<file path="src/rtl/game_pkg.sv">
// Purpose: shared screen-state encoding for the game controller, display mux and game logic.
// Latency: n/a (types and constants only).
// Backpressure: n/a.
package game_pkg;

    typedef enum logic [1:0] {
        ST_START    = 2'b00,
        ST_GAME     = 2'b01,
        ST_GAMEOVER = 2'b10
    } state_t;

    // Width of a down-counter that must hold the value n; never narrower than one bit.
    function automatic int cnt_width(input int n);
        return (n > 0) ? $clog2(n + 1) : 1;
    endfunction

endpackage

</file>
<file path="src/rtl/game_state_fsm_btn_edge.sv">
// Purpose: two-flop synchroniser for an asynchronous button plus a rising-edge pulse.
// Latency: press is high in the cycle after sync2 first captures a rising level (edge k+2 consumer).
// Backpressure: none; one press pulse per rising edge, a held level never repeats.
//
// Ports: clk, rst (async active-low), btn (raw level), press (one-cycle pulse).
module game_state_fsm_btn_edge (
    input  logic clk,
    input  logic rst,
    input  logic btn,
    output logic press
);

    logic sync1_q, sync1_d;
    logic sync2_q, sync2_d;
    logic sync2_dly_q, sync2_dly_d;

    always_comb begin
        sync1_d     = btn;
        sync2_d     = sync1_q;
        sync2_dly_d = sync2_q;
    end

    always_ff @(posedge clk or negedge rst) begin
        if (!rst) begin
            sync1_q     <= 1'b0;
            sync2_q     <= 1'b0;
            sync2_dly_q <= 1'b0;
        end else begin
            sync1_q     <= sync1_d;
            sync2_q     <= sync2_d;
            sync2_dly_q <= sync2_dly_d;
        end
    end

    assign press = sync2_q & ~sync2_dly_q;

endmodule

</file>
<file path="src/rtl/game_state_fsm.sv">
// Purpose: flappy-bird top controller: screen state, score/best registers, game-init pulse.
// Latency: collision/pipe_passed act at the sampling edge; button press acts two edges after sync1.
// Backpressure: none; presses during the game-over hold window are discarded.
//
// Ports: clk, rst (async active-low), frame_tick, btn, collision, pipe_passed in;
//        state, game_init, score, best, new_best out (all registered).
module game_state_fsm
    import game_pkg::*;
#(
    parameter int HOLD_FRAMES = 60,
    parameter int SCORE_W     = 10
) (
    input  logic               clk,
    input  logic               rst,
    input  logic               frame_tick,
    input  logic               btn,
    input  logic               collision,
    input  logic               pipe_passed,
    output logic [1:0]         state,
    output logic               game_init,
    output logic [SCORE_W-1:0] score,
    output logic [SCORE_W-1:0] best,
    output logic               new_best
);

    localparam int HOLD_W = cnt_width(HOLD_FRAMES);

    localparam logic [1:0] S_START    = ST_START;
    localparam logic [1:0] S_GAME     = ST_GAME;
    localparam logic [1:0] S_GAMEOVER = ST_GAMEOVER;

    localparam logic [HOLD_W-1:0] HOLD_LOAD = HOLD_W'(HOLD_FRAMES);
    localparam logic [SCORE_W-1:0] SCORE_MAX = '1;

    logic press;

    // State is a plain 2-bit vector so the unused 2'b11 code stays representable and recoverable.
    logic [1:0]         state_q, state_d;
    logic [SCORE_W-1:0] score_q, score_d;
    logic [SCORE_W-1:0] best_q, best_d;
    logic               new_best_q, new_best_d;
    logic               game_init_q, game_init_d;
    logic [HOLD_W-1:0]  hold_q, hold_d;

    game_state_fsm_btn_edge u_btn_edge (
        .clk   (clk),
        .rst   (rst),
        .btn   (btn),
        .press (press)
    );

    always_comb begin
        state_d     = state_q;
        score_d     = score_q;
        best_d      = best_q;
        new_best_d  = new_best_q;
        game_init_d = 1'b0;
        hold_d      = hold_q;

        case (state_q)
            S_START: begin
                if (press) begin
                    state_d     = S_GAME;
                    score_d     = '0;
                    game_init_d = 1'b1;
                end
            end

            S_GAME: begin
                // Collision takes priority: a same-cycle pipe_passed is dropped and the
                // best comparison sees the pre-increment score.
                if (collision) begin
                    state_d    = S_GAMEOVER;
                    hold_d     = HOLD_LOAD;
                    new_best_d = (score_q > best_q);
                    if (score_q > best_q) begin
                        best_d = score_q;
                    end
                end else if (pipe_passed && (score_q != SCORE_MAX)) begin
                    score_d = score_q + 1'b1;
                end
            end

            S_GAMEOVER: begin
                if (frame_tick && (hold_q != '0)) begin
                    hold_d = hold_q - 1'b1;
                end
                if (press && (hold_q == '0)) begin
                    state_d    = S_START;
                    new_best_d = 1'b0;
                end
            end

            default: begin
                // Unreachable code: return to the start screen, touch nothing else.
                state_d = S_START;
            end
        endcase
    end

    always_ff @(posedge clk or negedge rst) begin
        if (!rst) begin
            state_q     <= S_START;
            score_q     <= '0;
            best_q      <= '0;
            new_best_q  <= 1'b0;
            game_init_q <= 1'b0;
            hold_q      <= '0;
        end else begin
            state_q     <= state_d;
            score_q     <= score_d;
            best_q      <= best_d;
            new_best_q  <= new_best_d;
            game_init_q <= game_init_d;
            hold_q      <= hold_d;
        end
    end

    assign state     = state_q;
    assign game_init = game_init_q;
    assign score     = score_q;
    assign best      = best_q;
    assign new_best  = new_best_q;

endmodule
</file>
<file path="config.mk">
export PLATFORM = sky130hd
export DESIGN_NAME = game_state_fsm
export DESIGN_NICKNAME = d
export VERILOG_FILES = /design/src/rtl/game_pkg.sv /design/src/rtl/game_state_fsm_btn_edge.sv /design/src/rtl/game_state_fsm.sv
export SDC_FILE = /design/constraint.sdc
export NUM_CORES = 1
export LEC_CHECK = 0
export ABC_AREA = 1
export CAP_MARGIN = 25
export CORE_UTILIZATION = 25
export CTS_BUF_LIST = sky130_fd_sc_hd__clkbuf_16
export DETAILED_ROUTE_END_ITERATION = 8
export PLACE_DENSITY = 0.42
export SYNTH_ARGS = -nofsm -noshare
export SYNTH_HDL_FRONTEND = slang
export SYNTH_HIERARCHICAL = 1
export SYNTH_SLANG_ARGS = --single-unit
</file>
<file path="constraint.sdc">
create_clock -name clk -period 1.8 [get_ports clk]
set_input_delay 0.54 -clock clk [delete_from_list [all_inputs] [get_ports clk]]
set_output_delay 0.54 -clock clk [all_outputs]
set_load 0.01 [all_outputs]
</file>
==> insert_results.sql <==
INSERT INTO impl_metrics (metric_group, metric, value, unit) VALUES
('outcome', 'run_status', 'finished, final reports clean', ''),
('min_path', 'min-delay-path-class', 'reg -> reg', ''),
('floorplan', 'core_region_area', '0.007727', 'mm2'),
('placed_design', 'gp_congestion', '0.8396', ''),
('critical_path', 'critical_path_class', 'reg -> out', ''),
('finish', 'multi_input_comb_area', '998.5', 'um2'),
('floorplan', 'fp.dieH', '91.24', 'um'),
('sta', 'holdWs', '349.9', 'ps'),
('power', 'seqPwrFrac', '32.9', '%'),
('global_routing', 'global_route.usage.total', '12.65', '%'),
('synthesis', 'postSynthNetCount', '280', ''),
('route', 'drtAntennaViolNets', '0', ''),
('power', 'switchingPower', '0.0009827', 'W'),
('finish', 'insertedDiodeCount', '0', ''),
('global_routing', 'groute.layer.met2.usage', '20.58', '%'),
('route', 'vias', '1796', ''),
('cts', 'post_cts_hold_buffer_count', '0', ''),
('global_routing', 'grt_most_used_layer', 'met2', ''),
('power', 'power.static_leakage', '1.446', 'nW'),
('critical_path', 'timing.critical_path.buf_inv', '1', ''),
('placed_design', 'port_buffers', '29', ''),
('global_routing', 'met1_usage_grt', '16.36', '%'),
('sta', 'clock-skew-final', '7.640', 'ps'),
('critical_path', 'timing.rr.end', 'best[5]', ''),
('critical_path', 'max_stage_delay', '560', 'ps'),
('synthesis', 'synthesis.instances', '261', ''),
('floorplan', 'die_area', '0.008324', 'mm2'),
('global_routing', 'groute.layer.met3.usage', '2.848', '%'),
('synthesis', 'yosys_warnings', '6', ''),
('global_routing', 'grt_start_max_net_pins', '34', ''),
('cts', 'clkLatencyLatePin', '280', 'ps'),
('critical_path', 'arrival', '1210', 'ps'),
('finish', 'sequential_cell_area', '830.8', 'um2'),
('sta', 'period_share', '97.30', '%'),
('sta', 'hold_viol_final', '0', ''),
('critical_path', 'cp_slowest_cell', 'sky130_fd_sc_hd__clkdlybuf4s50_1', ''),
('finish', 'number_of_filler_cells_placed_in_the_layout', '802', ''),
('finish', 'layout.cell_area.non_filler', '0.002730', 'mm2'),
('cts', 'ctsRootBufferMaster', 'sky130_fd_sc_hd__clkbuf_16', ''),
('sta', 'max_slew.worst_pin.slew', '307.5', 'ps'),
('synthesis', 'synth.avg_cell_area', '7.627', 'um2'),
('finish', 'mostFrequentLayoutCell', 'sky130_fd_sc_hd__nand2_1', ''),
('floorplan', 'die_x', '91.24', 'um'),
('critical_path', 'regToRegStartpoint', 'score[6]', ''),
('cts', 'tritoncts', 'done', ''),
('synthesis', 'synth.yosys.seq_area_share', '41.48', '%'),
('power', 'clock_power_share', '33.1', '%'),
('cts', 'cts.sink_count', '33', ''),
('critical_path', 'worst_setup_path_startpoint', 'best[1]', ''),
('cts', 'h_tree_depth', '2', ''),
('placed_design', 'place_area', '0.002490', 'mm2'),
('sta', 'timing.final.setup_violations', '0', ''),
('cts', 'clk_path_buf_depth', '2', ''),
('power', 'combinationalPowerShare', '34.0', '%'),
('power', 'switching_share', '34.68', '%'),
('global_routing', 'grt_overflow_total', '0', ''),
('finish', 'nNetsFinal', '332', ''),
('critical_path', 'register_to_register_setup_slack', '130', 'ps'),
('route', 'drc', '0', ''),
('route', 'dr.first_iter.drc_count', '86', ''),
('route', 'route.detailed.vias_per_inst', '4.317', ''),
('floorplan', 'ios', '30', ''),
('power', 'fin_total_pwr', '0.002834', 'W'),
('critical_path', 'path_delay_family', 'buffers and inverters', ''),
('critical_path', 'worstPathMaxFanout', '3', ''),
('synthesis', 'synth_area', '0.001991', 'mm2'),
('global_routing', 'first_pass_grt_wire_length', '8.197', 'mm'),
('run', 'max_cap_violations', '0', ''),
('sta', 'fmaxAchievable', '571.0', 'MHz'),
('synthesis', 'postSynthRegisterBits', '33', ''),
('route', 'dr.pass1.iters', '6', '');
Yosys cell counts (all sizes together):
library cell	number	area share, %
a21o	1	0.38
a21oi	6	1.5
buf	6	2.2
dfrtp	33	41
ha	13	8.2
inv	34	6.7
nand2	87	18
nand3	34	9.1
nand3b	1	0.38
nand4	3	0.94
nor2	27	6.0
o21a	1	0.38
o21ai	9	2.3
o21bai	2	0.75
o22ai	1	0.31
xor2	3	1.3
per-stage QoR:
stage | std cells | util, %
finish | 416 | 35.33
global route | 416 | 35.33
CTS | 413 | 34.75
detailed placement | 401 | 32.22
global placement | 401 | 32.22
floorplan | 261 | -
sequential cells by signal, summed over array words and instances, names as in the netlist:
signal and count:
hold_q 6, u_btn_edge/sync2_dly_q 1, score 10, new_best 1
state 2, best 10, u_btn_edge/sync2_dly_d 1, game_init 1
u_btn_edge/sync1_q 1
cell type report:
class	count	share of cell area [%]
Clock buffer	5	4.583
Inverter	34	4.858
Sequential cell	33	30.43
Timing Repair Buffer	51	17.51
Multi-Input combinational cell	188	36.57
Tap cell	102	4.675
Clock inverter	3	1.375
power by group through the flow:
stage	logic [W]	clock network [W]	registers (W)
floorplan	0.000644	0	0.000943
global placement	0.000964	0	0.000948
detailed placement	0.000955	0	0.000943
CTS	0.000957	0.000977	0.000936
global route	0.00108	0.00100	0.000950
finish	0.000963	0.000938	0.000933
what timing repair did:
action | 4_1_cts | 5_1_grt
setup buffers | 4 | 3
pin swaps | 0 | 2
gates resized for setup | 6 | 8
setup endpoints to repair | 7 | 18
endpoints found under the hold margin | 0 | 0
worst min-delay path by stage:
stage / depth (start not counted) / slack (ps) / startpoint / to
after global routing: 0 / 370 / u_btn_edge/sync1_q / u_btn_edge/sync2_dly_d
after detailed placement: 0 / 340 / u_btn_edge/sync1_q / u_btn_edge/sync2_dly_d
after CTS: 0 / 350 / u_btn_edge/sync1_q / u_btn_edge/sync2_dly_d
after floorplan: 0 / 240 / rst / best[0]
final: 0 / 350 / u_btn_edge/sync1_q / u_btn_edge/sync2_dly_d
after global placement: 0 / 330 / u_btn_edge/sync1_q / u_btn_edge/sync2_dly_d
per-layer routing:
metal | share of wire, % | wire [um] | vias up
met2 | 45 | 2208 | 38
met5 | 0 | 0 | -
met3 | 3.5 | 170 | 7
li1 | - | - | 933
met1 | 49 | 2398 | 818
met4 | 1.9 | 91 | 0
kinds of logic (layout without fill, tap and decap cells):
group | Yosys count | in the layout | share of synthesized area (%)
AND/OR/NAND/NOR | 152 | 152 | 34.57
buffers and inverters | 40 | 93 | 8.862
flip-flops | 33 | 33 | 41.48
AO/OA/AOI/OAI | 20 | 20 | 5.594
adder cells (fa/ha/maj) | 13 | 13 | 8.171
XOR/XNOR | 3 | 3 | 1.320
No activity file was read; power rests on OpenSTA's default activity.
